**src/rtl/defuzz_seq.sv**
```systemverilog
// Multi-cycle centroid defuzzifier: G = round(S_wg*SCALE / max(S_w,EPS)), saturated to SCALE.
// A radix-2 restoring divider produces one quotient bit per cycle.
module defuzz_seq #(
  parameter int W     = 16,
  parameter int OUT_W = 8,
  parameter int SCALE = 100,
  parameter int EPS   = 1
) (
  input  logic             clk,
  input  logic             rst_n,
  input  logic             in_valid,
  output logic             in_ready,
  input  logic [W-1:0]     s_w,
  input  logic [W-1:0]     s_wg,
  output logic             out_valid,
  input  logic             out_ready,
  output logic [OUT_W-1:0] g_out,
  output logic             eps_used
);

  localparam int NUM_W = W + $clog2(SCALE + 1) + 1;
  localparam int CNT_W = $clog2(NUM_W);

  // Handshakes: a transfer happens on a rising edge where valid && ready are both high.
  // in_ready depends only on state; out_valid is a register; neither looks at its partner.
  typedef enum logic [1:0] {IDLE, BUSY, DONE} state_t;

  state_t               state, state_nxt;
  logic [W-1:0]         den;
  logic [NUM_W-1:0]     num;
  logic [NUM_W-2:0]     quo;
  logic [NUM_W-1:0]     rem;
  logic [CNT_W-1:0]     step;

  logic                 accept;
  logic                 last_step;
  logic                 qbit;
  logic [W-1:0]         d_in;
  logic [NUM_W-1:0]     n_in;
  logic [NUM_W:0]       trial;
  logic [NUM_W:0]       den2;
  logic [NUM_W-1:0]     rem_nxt;
  logic [NUM_W-1:0]     q_final;
  logic [OUT_W-1:0]     g_sat;

  assign in_ready  = (state == IDLE);
  assign accept    = in_valid && in_ready;
  assign last_step = (step == CNT_W'(NUM_W - 1));

  // Adding D before dividing by 2D turns truncation into round-half-up.
  always_comb begin
    d_in = (s_w < W'(EPS)) ? W'(EPS) : s_w;
    n_in = NUM_W'(2) * NUM_W'(SCALE) * NUM_W'(s_wg) + NUM_W'(d_in);
  end

  always_comb begin
    den2    = (NUM_W + 1)'({den, 1'b0});
    trial   = {rem, num[NUM_W-1]};
    qbit    = (trial >= den2);
    rem_nxt = qbit ? NUM_W'(trial - den2) : trial[NUM_W-1:0];
    q_final = {quo, qbit};
    g_sat   = (q_final > NUM_W'(SCALE)) ? OUT_W'(SCALE) : q_final[OUT_W-1:0];
  end

  always_comb begin
    state_nxt = state;
    case (state)
      IDLE:    if (accept) state_nxt = BUSY;
      BUSY:    if (last_step) state_nxt = DONE;
      DONE:    if (out_ready) state_nxt = IDLE;
      default: state_nxt = IDLE;
    endcase
  end

  always_ff @(posedge clk or negedge rst_n) begin
    if (!rst_n) state <= IDLE;
    else        state <= state_nxt;
  end

  always_ff @(posedge clk or negedge rst_n) begin
    if (!rst_n) begin
      den       <= '0;
      num       <= '0;
      quo       <= '0;
      rem       <= '0;
      step      <= '0;
      g_out     <= '0;
      eps_used  <= 1'b0;
      out_valid <= 1'b0;
    end else begin
      case (state)
        IDLE: begin
          if (accept) begin
            den      <= d_in;
            num      <= n_in;
            rem      <= '0;
            quo      <= '0;
            step     <= '0;
            eps_used <= (s_w < W'(EPS));
          end
        end
        BUSY: begin
          num  <= num << 1;
          rem  <= rem_nxt;
          quo  <= q_final[NUM_W-2:0];
          step <= step + CNT_W'(1);
          // The final quotient bit is folded straight into the saturated result.
          if (last_step) begin
            g_out     <= g_sat;
            out_valid <= 1'b1;
          end
        end
        DONE: begin
          if (out_ready) out_valid <= 1'b0;
        end
        default: ;
      endcase
    end
  end

endmodule

```
**config.mk**
```make
export PLATFORM = sky130hd
export DESIGN_NAME = defuzz_seq
export DESIGN_NICKNAME = d
export VERILOG_FILES = /design/src/rtl/defuzz_seq.sv
export SDC_FILE = /design/constraint.sdc
export NUM_CORES = 1
export LEC_CHECK = 0
export CAP_MARGIN = 40
export CORE_ASPECT_RATIO = 0.75
export CORE_MARGIN = 2
export CORE_UTILIZATION = 40
export CTS_CLUSTER_SIZE = 25
export DETAILED_ROUTE_END_ITERATION = 12
export GPL_ROUTABILITY_DRIVEN = 0
export MAX_ROUTING_LAYER = met4
export PLACE_DENSITY_LB_ADDON = 0.12
export SKIP_CTS_REPAIR_TIMING = 1
export SLEW_MARGIN = 20
export SYNTH_ARGS = -nofsm -noshare
export SYNTH_HDL_FRONTEND = slang
export SYNTH_SLANG_ARGS = --single-unit
```
**constraint.sdc**
```tcl
create_clock -name clk -period 3.07 [get_ports clk]
set_input_delay 0.307 -clock clk [delete_from_list [all_inputs] [get_ports clk]]
set_output_delay 0.307 -clock clk [all_outputs]
set_load 0.02 [all_outputs]
```
==> results of run 1 <==
==> routing by layer <==
| layer | track usage | wire [um] | vias to the layer above |
|---|---|---|---|
| li1 | - | - | 3370 |
| met1 | 0.327 | 11000 | 3134 |
| met2 | 0.268 | 7700 | 99 |
| met3 | 0.0323 | 590 | 9 |
| met4 | 0.0274 | 99 | 0 |
| met5 | - | 0 | - |
==> worst paths after layout <==
kind                            slack (ns)  endpoint
max in group asynchronous             1.82    rem[7]
worst min register to register        0.46  g_out[3]
worst min-delay path                  0.46  g_out[3]
worst max-delay path                 -0.51   num[22]
worst max register to register        0.24    rem[2]
min in group asynchronous             0.51   num[19]
==> power groups by stage <==
stage | registers, mW | logic [mW] | clock network, mW
after floorplan | 2.38 | 4.42 | 0
after global placement | 2.47 | 6.08 | 0
after detailed placement | 2.47 | 6.18 | 0
after CTS | 2.46 | 6.20 | 1.17
after global routing | 2.55 | 7.70 | 1.23
final | 2.47 | 6.87 | 1.14
==> synth_stat cells (6+ instances only) <==
| master | count |
|---|---|
| mux2i_1 | 11 |
| xnor2_1 | 30 |
| nor2_1 | 38 |
| a21o_1 | 23 |
| nor2b_1 | 8 |
| nand3_1 | 29 |
| a21oi_1 | 38 |
| clkbuf_1 | 32 |
| and3_1 | 6 |
| ha_1 | 83 |
| and2_1 | 6 |
| nand2b_1 | 7 |
| nand4_1 | 8 |
| fa_1 | 13 |
| nor3_1 | 12 |
| dfrtp_1 | 104 |
| nor4_1 | 10 |
| a22oi_1 | 20 |
| xor2_1 | 17 |
| o21a_1 | 8 |
| buf_1 | 7 |
| nand2_1 | 106 |
| o21ai_0 | 66 |
| a31oi_1 | 10 |
| a211oi_1 | 8 |
| o21ai_1 | 32 |
| inv_1 | 80 |
| o31ai_1 | 7 |
==> cell type report <==
type | count | area, um^2
flip-flops and latches | 104 | 2600
well taps | 247 | 309
inverters | 80 | 300
clock buffers | 10 | 229
fillers | 1699 | 8490
clock inverters | 6 | 62.6
multi-input cells | 653 | 5250
repair buffers | 169 | 1440
==> stage by stage <==
step                      hold slack [ns]  TNS, ns  setup WS [ns]  area, um^2  cells
final                               0.464    -3.98         -0.513       10200   1269
after global routing                0.491    -5.75         -0.679       10200   1269
after CTS                         -0.0501   -11.33          -1.14        9630   1255
after detailed placement            0.336   -16.74          -1.51        9340   1239
after global placement              0.335   -16.30          -1.38        9340   1239
after floorplan                    0.0114    -5.10         -0.643        7900    879
==> flip-flops by register name, summed over array words and instances (netlist names) <==
register and count:
quo 23, out_valid 1, num 24, g_out 8, rem 24, eps_used 1, step 5, state 2
den 16
==> logic make-up after synthesis <==
| family | after synthesis |
|---|---|
| AND/OR/NAND/NOR | 251 |
| AO/OA/AOI/OAI | 247 |
| buffers and inverters | 122 |
| flip-flops | 104 |
| adder cells (fa/ha/maj) | 96 |
| XOR/XNOR | 47 |
| multiplexers | 12 |
==> worst max-delay path, cell delays in order <==
cell	delay, ns
buf_8	0.11
ha_4	0.24
ha_4	0.25
inv_2	0.03
fa_1	0.51
inv_2	0.05
ha_4	0.28
o211ai_1	0.15
o21ai_2	0.24
xor2_1	0.19
ha_1	0.28
a21o_1	0.21
a21oi_4	0.18
o21ai_4	0.09
a31oi_4	0.25
and4b_1	0.23
xnor2_1	0.15
o21ai_1	0.07
==> placed cells by master (no fill, tap or decap), types with 30 or more instances in the layout <==
master / n
buf_4: 115
nand2_1: 104
dfrtp_1: 104
inv_1: 74
ha_1: 61
o21ai_0: 54
o21ai_1: 39
nor2_1: 33
clkdlybuf4s50_1: 33
a21oi_1: 30
==> reports/metrics.cfg, run 1 <==
[synthesis]
synthMuxAreaShare = 0.0158
ys.flop_type = dfrtp_1
synth_sequential_area_ratio = 0.338
synthTopCellsByArea = dfrtp_1, ha_1, nand2_1
synth_fp_nets = 1011
syn_inst = 879
synth_cell_type_count = 64
yosysTopAreaCell = dfrtp_1
syn_area_um2 = 7700
yosysWarnings = 0
ys_async_sr_fraction = 1.00
syn_avg_cell_area_um2 = 8.76
synth_seq_cells = 104
synth_edf_count = 0
synth-adder-area-share = 0.169
synth_top_family_by_area = compound AO/OA/AOI/OAI gates
synth-simple-area-share = 0.157
synth_top_area_frac = 0.338
synth_compound_area_frac = 0.207
synth_xor_area_frac = 0.0535

[sta]
fin_ws_ns = -0.513
finalCriticalPeriod_ns = 3.58
rsz0062_at_grt = yes
fmax_mhz = 279
maxSlewViolCount = 0
finalHoldViolCount = 0
finalClockSkew_ns = 0.0127
tightestPinTransition_ns = 0.729
finalCritPeriodShare = 1.17
setup_violations = 11
max-slew-margin-rel = 0.510

[cts]
clock_path_buffers = 2
clk_latency_ns = 0.36
htree_levels = 3
cts_tree = yes
clk_root_buffer_cell = clkbuf_16
path_clk_slew_ns = 0.07
cts_sinks = 104
numCtsBuffers = 9

[routing]
drc = 0
drt.antenna.violating_nets = 0
dr.first_iter.drc_count = 412
first_pass_iters = 5
avgViaCountPerCell = 5.21
wl_um = 19400
num_vias = 6612
post_drt_wl_per_cell_um = 15.3

[cells_and_area]
syn2layout_area_growth_pct = 32.3
drive_gt1_frac = 0.234
post-route-util = 0.545
antenna_cells = 0
nNetsFinal = 1149

[power_and_ir_drop]
power.switching_mw = 4.64
p_int_mw = 5.85
sw_frac_of_total = 0.442
powerDensity_nw_per_um2 = 1030
power_frac_seq = 0.235
clkPwrFrac = 0.109
ir_drop_mv = 0.418
fin_total_pwr_mw = 10.5
combPwrFrac = 0.656
power_leakage_nw = 4.76

[min_path]
min_from = g_out[3]
hold_depth = 2
hp-class = reg -> reg

[floorplan]
dieArea_um2 = 20400
chipWidth_um = 164
die_h_um = 124
initial_utilization = 0.412
core_area_um2 = 18700
io_pins = 47
num_rows = 43

[worst_setup_path]
crit_fanout = 4
crit_required_ns = 3.31
reg2reg_depth = 10
worstSetupStartpoint = s_wg[5]
r2r_start = rem[19]
arrival_ns = 3.82
start_kind = primary input
critPathCaptureType = register
worst-setup-path-type = in -> reg

[status]
outcome = finished, violations left
violations = setup timing

[place]
place.port_buffers = 46
dp_hpwl_um = 14600

[global_routing]
overflow = 0
antenna_found_initial = 0
track_usage = 0.203
grt_pass1_vias = 6223
grt_max_degree = 64
grt_pass1_wl_um = 31900

[flow_run]
drv_cap = 0

No activity file was read; power rests on OpenSTA's default activity.
==> inputs of run 2 (changes only) <==
--- a/config.mk
+++ b/config.mk
@@ -6,7 +6,7 @@
 export NUM_CORES = 1
 export LEC_CHECK = 0
 export CAP_MARGIN = 40
-export CORE_ASPECT_RATIO = 0.75
+export CORE_ASPECT_RATIO = 0.6
 export CORE_MARGIN = 2
 export CORE_UTILIZATION = 40
 export CTS_CLUSTER_SIZE = 25
==> run 2 against run 1 <==
Largest power group unchanged. Largest cell class unchanged. Sequential cell count unchanged. Final area shrank 0.64%. The flow finishes with violations (hold timing, setup timing). Cell count down 0.63%. Maximum frequency down 0.12%. Sequential power about the same. Clock-buffer cell count is 1 lower. Routed wire length rose by 3.3%. Combinational power is 2% lower. Clock power rose by 4%.
==> reports/metrics.cfg, run 2 (synthesized netlist as in run 1, its figures left out) <==
[floorplan]
num_rows = 39
chipWidth_um = 183
core_area_um2 = 18900
io_pins = 47
dieArea_um2 = 20400
die_h_um = 111
initial_utilization = 0.407

[status]
violations = hold timing, setup timing
outcome = finished, violations left

[global_routing]
busiest_layer = met1
grt_max_degree = 58
use_met2 = 0.240
grt_pass1_vias = 6097
gr-usage-met3 = 0.0373
overflow = 0
track_usage = 0.205
use_met1 = 0.352
grt_pass1_wl_um = 32300
antenna_found_initial = 0

[power_and_ir_drop]
power_leakage_nw = 4.73
ir_drop_mv = 0.472
fin_total_pwr_mw = 10.4
powerDensity_nw_per_um2 = 1020

[cells_and_area]
syn2layout_area_growth_pct = 31.4
top_regs = num: 24 flops, rem: 24 flops, quo: 23 flops
drive_gt1_frac = 0.229
layout_commonest_cell = buf_4
antenna_cells = 0
final_area_um2 = 10100
final_cell_mix = buf_4, nand2_1, dfrtp_1, inv_1, ha_1
nNetsFinal = 1142
layoutNonFillerInstCount = 1261
post-route-util = 0.534

[sta]
finalCriticalPeriod_ns = 3.59
maxSlewViolCount = 0
whs_ns = -0.0236
max-slew-margin-rel = 0.501
tightestPinTransition_ns = 0.749
fmax_mhz = 279
finalCritPeriodShare = 1.17
fin_ws_ns = -0.517
finalHoldViolCount = 36
setup_violations = 11
rsz0062_at_grt = yes
finalClockSkew_ns = 0.0112

[routing]
avgViaCountPerCell = 5.30
dr.first_iter.drc_count = 581
drc = 0
post_drt_wl_per_cell_um = 15.9
drt.antenna.violating_nets = 0
first_pass_iters = 6
num_vias = 6683
wl_um = 20100

[cts]
htree_levels = 3
numCtsBuffers = 9
clock_path_buffers = 2
path_clk_slew_ns = 0.07
cts_sinks = 104
cts_tree = yes
clk_root_buffer_cell = clkbuf_16
clk_latency_ns = 0.36

[worst_setup_path]
worstPathCellList = buf_6 > ha_4 > ha_4 > inv_2 > fa_1 > inv_2 > ha_4 > o211a_1 > o31ai_4 > nand2_2 > xor2_1 > ha_1 > nand3_2 > o21ai_4 > a31oi_4 > buf_4 > nor4_4 > xnor2_1 > o21ai_1
crit_top_cell = ha_4
crit_fanout = 3
critPathCaptureType = register
crit_slowest_cell = fa_1
arrival_ns = 3.83
slowest_delay_ns = 0.51
crit_required_ns = 3.31
r2r_slack_ns = 0.18
start_kind = primary input
worst-setup-path-type = in -> reg

[place]
dp.cells = 1236
dp_hpwl_um = 14700
dpl-instance-area_um2 = 9350
place.port_buffers = 46

[min_path]
hp-class = in -> async

[flow_run]
drv_cap = 0

run 2: changes by cell type in the layout (fill, tap and decap cells not counted), moves of 2 or more:
cell,change
a21oi_2,+2
buf_12,+2
buf_4,-2
buf_6,-6
clkdlybuf4s50_1,+2
clkinv_2,+2
o21ai_0,+2
o21ai_1,-3
run 2: where the power goes:
part	internal, mW	leakage, nW	total, mW	switching (mW)
logic	3.13	3.29	6.71	3.58
registers	2.03	1.29	2.47	0.444
clock network	0.643	0.152	1.19	0.552
total	5.79	4.73	10.4	4.58
run 2: routing by layer:
layer / vias to the layer above / routed length (um) / share of wire
met5: - / 0 / 0
met4: 0 / 74 / 0.0037
met3: 8 / 753 / 0.038
met2: 115 / 7350 / 0.37
met1: 3196 / 11900 / 0.59
li1: 3364 / - / -
run 2: final timing paths:
check | startpoint | endpoint | depth (start not counted)
hold reg to reg | g_out[3] | g_out[3] | 2
max in group asynchronous | rst_n | g_out[3] | 2
setup reg to reg | den[0] | g_out[1] | 11
setup / recovery | s_wg[4] | num[20] | 19
min in group clk | g_out[3] | g_out[3] | 2
hold / removal | rst_n | den[6] | 1
run 2: worst max-delay path, delay by kind of cell:
| kind | cells | cell delay (ns) |
|---|---|---|
| fa+ha+maj | 5 | 1.57 |
| compound gates | 5 | 0.73 |
| simple gates | 3 | 0.57 |
| buf+inv | 4 | 0.35 |
| xor+xnor | 2 | 0.32 |
run 2: metrics by stage:
stage | TNS [ns] | worst slack (ns)
after floorplan | -5.10 | -0.643
after global placement | -16.80 | -1.40
after detailed placement | -17.20 | -1.45
after CTS | -11.76 | -1.09
after global routing | -5.99 | -0.672
final | -4.00 | -0.517
run 2: final cells by class:
type / instances / area (um^2)
fill: 1750 / 8810
multi-input combinational: 653 / 5230
sequential: 104 / 2600
timing repair buffer: 162 / 1380
tap: 246 / 308
inverter: 80 / 300
clock buffer: 9 / 225
clock inverter: 7 / 77.6
==> inputs of run 3 (changes only) <==
--- a/config.mk
+++ b/config.mk
@@ -9,11 +9,12 @@
 export CORE_ASPECT_RATIO = 0.6
 export CORE_MARGIN = 2
 export CORE_UTILIZATION = 40
-export CTS_CLUSTER_SIZE = 25
+export CTS_CLUSTER_SIZE = 30
 export DETAILED_ROUTE_END_ITERATION = 12
 export GPL_ROUTABILITY_DRIVEN = 0
 export MAX_ROUTING_LAYER = met4
 export PLACE_DENSITY_LB_ADDON = 0.12
+export REMOVE_ABC_BUFFERS = 1
 export SKIP_CTS_REPAIR_TIMING = 1
 export SLEW_MARGIN = 20
 export SYNTH_ARGS = -nofsm -noshare
==> run 3 against run 2 <==
The run ends with setup timing left. Utilization is 1.2 points higher. Global-route usage is 0.099 points lower. Maximum frequency fell by 3.6%. Clock-buffer cell count rose by 2. Routed wire length up 0.31%. Sequential cell count stayed put. Hold slack improved by 0.33 ns.
==> reports/metrics.cfg, run 3 (synthesized netlist as in run 1, its figures left out) <==
[status]
outcome = finished, violations left
violations = setup timing

[sta]
setup_violations = 13
fmax_mhz = 269
setup_tns_ns = -5.56
tightestPinTransition_ns = 0.731
maxSlewViolCount = 0
whs_ns = 0.304
finalClockSkew_ns = 0.0141
finalCritPeriodShare = 1.21
finalCriticalPeriod_ns = 3.72
finalHoldViolCount = 0
max-slew-margin-rel = 0.513
rsz0062_at_grt = yes
fin_ws_ns = -0.651

[cells_and_area]
final_cell_mix = buf_4, dfrtp_1, nand2_1, inv_1, o21ai_0
layout_commonest_cell = buf_4
layoutNonFillerInstCount = 1279
post-route-util = 0.547
syn2layout_area_growth_pct = 34.5
antenna_cells = 0
nNetsFinal = 1160
top_regs = num: 24 flops, rem: 24 flops, quo: 23 flops
drive_gt1_frac = 0.246

[power_and_ir_drop]
power_leakage_nw = 4.85
powerDensity_nw_per_um2 = 1020
fin_total_pwr_mw = 10.6
ir_drop_mv = 0.515

[floorplan]
initial_utilization = 0.407
io_pins = 47
core_area_um2 = 18900
num_rows = 39
chipWidth_um = 183
dieArea_um2 = 20400
die_h_um = 111

[global_routing]
overflow = 0
track_usage = 0.204
grt_pass1_wl_um = 32300
grt_pass1_vias = 6050
antenna_found_initial = 0
grt_max_degree = 60

[worst_setup_path]
crit_required_ns = 3.28
crit_fanout = 3
critPathCaptureType = register
arrival_ns = 3.94
r2r_slack_ns = 0.23
start_kind = primary input
worst-setup-path-type = in -> reg

[cts]
clk_latency_ns = 0.35
numCtsBuffers = 9
clk_root_buffer_cell = clkbuf_16
htree_levels = 3
cts_sinks = 104
clock_path_buffers = 2
cts_tree = yes
path_clk_slew_ns = 0.07

[routing]
drc = 0
wl_um = 20100
first_pass_iters = 5
post_drt_wl_per_cell_um = 15.7
num_vias = 6659
drt.antenna.violating_nets = 0
dr.first_iter.drc_count = 468
avgViaCountPerCell = 5.21

[min_path]
hp-class = in -> async

[flow_run]
drv_cap = 0

[place]
place.port_buffers = 46
dp.cells = 1247
dp_hpwl_um = 14700

[run 3: cell types whose count changed in the layout (fill, tap and decap cells not counted), moves of 3 or more]
cell,previous run,this run
buf_6,3,8
o21ai_1,36,32
ha_4,20,24
nor2_4,0,4
ha_1,61,58
o21ai_0,56,60
buf_4,113,126
nand2_1,105,102
[run 3: area by class of cell]
cell class | count | area [um^2]
Clock buffer | 11 | 253
Clock inverter | 5 | 61.3
Fill cell | 1754 | 8580
Inverter | 80 | 300
Multi-Input combinational cell | 653 | 5290
Sequential cell | 104 | 2600
Tap cell | 246 | 308
Timing Repair Buffer | 180 | 1540
[run 3: worst max-delay path, stage by stage]
cell and delay [ns]:
buf_8 0.11, ha_4 0.26, ha_4 0.19, fa_1 0.53, ha_4 0.22, nor2b_4 0.13, o31ai_2 0.26, buf_4 0.17
nand2_4 0.06, a31oi_4 0.16, xnor2_2 0.09, ha_1 0.33, buf_4 0.12, nand2_2 0.06, buf_4 0.15, nand2b_4 0.07
a31oi_4 0.04, buf_6 0.15, nor4_4 0.30, xnor2_1 0.15, o21ai_1 0.07
[run 3: worst paths after layout]
check / startpoint / to / cells past startpoint
worst max-delay path: s_wg[2] / num[20] / 21
worst min-delay path: rst_n / g_out[7] / 2
worst max register to register: den[0] / rem[20] / 11
worst min register to register: g_out[3] / g_out[3] / 2
max in group asynchronous: rst_n / den[5] / 4
min in group clk: g_out[3] / g_out[3] / 2
[run 3: per-stage QoR]
step | cell area, um^2 | setup WS, ns
final | 10400 | -0.651
after global routing | 10400 | -0.805
after CTS | 9530 | -1.39
after detailed placement | 9210 | -1.76
after global placement | 9210 | -1.73
after floorplan | 7530 | -1.07
[run 3: where the power goes]
group	internal [mW]	switching (mW)	total [mW]	leakage (nW)
Clock	0.683	0.523	1.21	0.157
Sequential	2.03	0.446	2.47	1.29
Combinational	3.28	3.64	6.92	3.40
Total	5.99	4.61	10.6	4.85
[run 3: layer usage]
metal,part of all wire,wire length [um],up-vias,track usage
met2,0.36,7180,118,0.229
met1,0.60,12000,3144,0.358
li1,-,-,3389,-
met5,0,0,-,-
met3,0.041,833,8,0.0340
met4,0.0041,82,0,0.0283
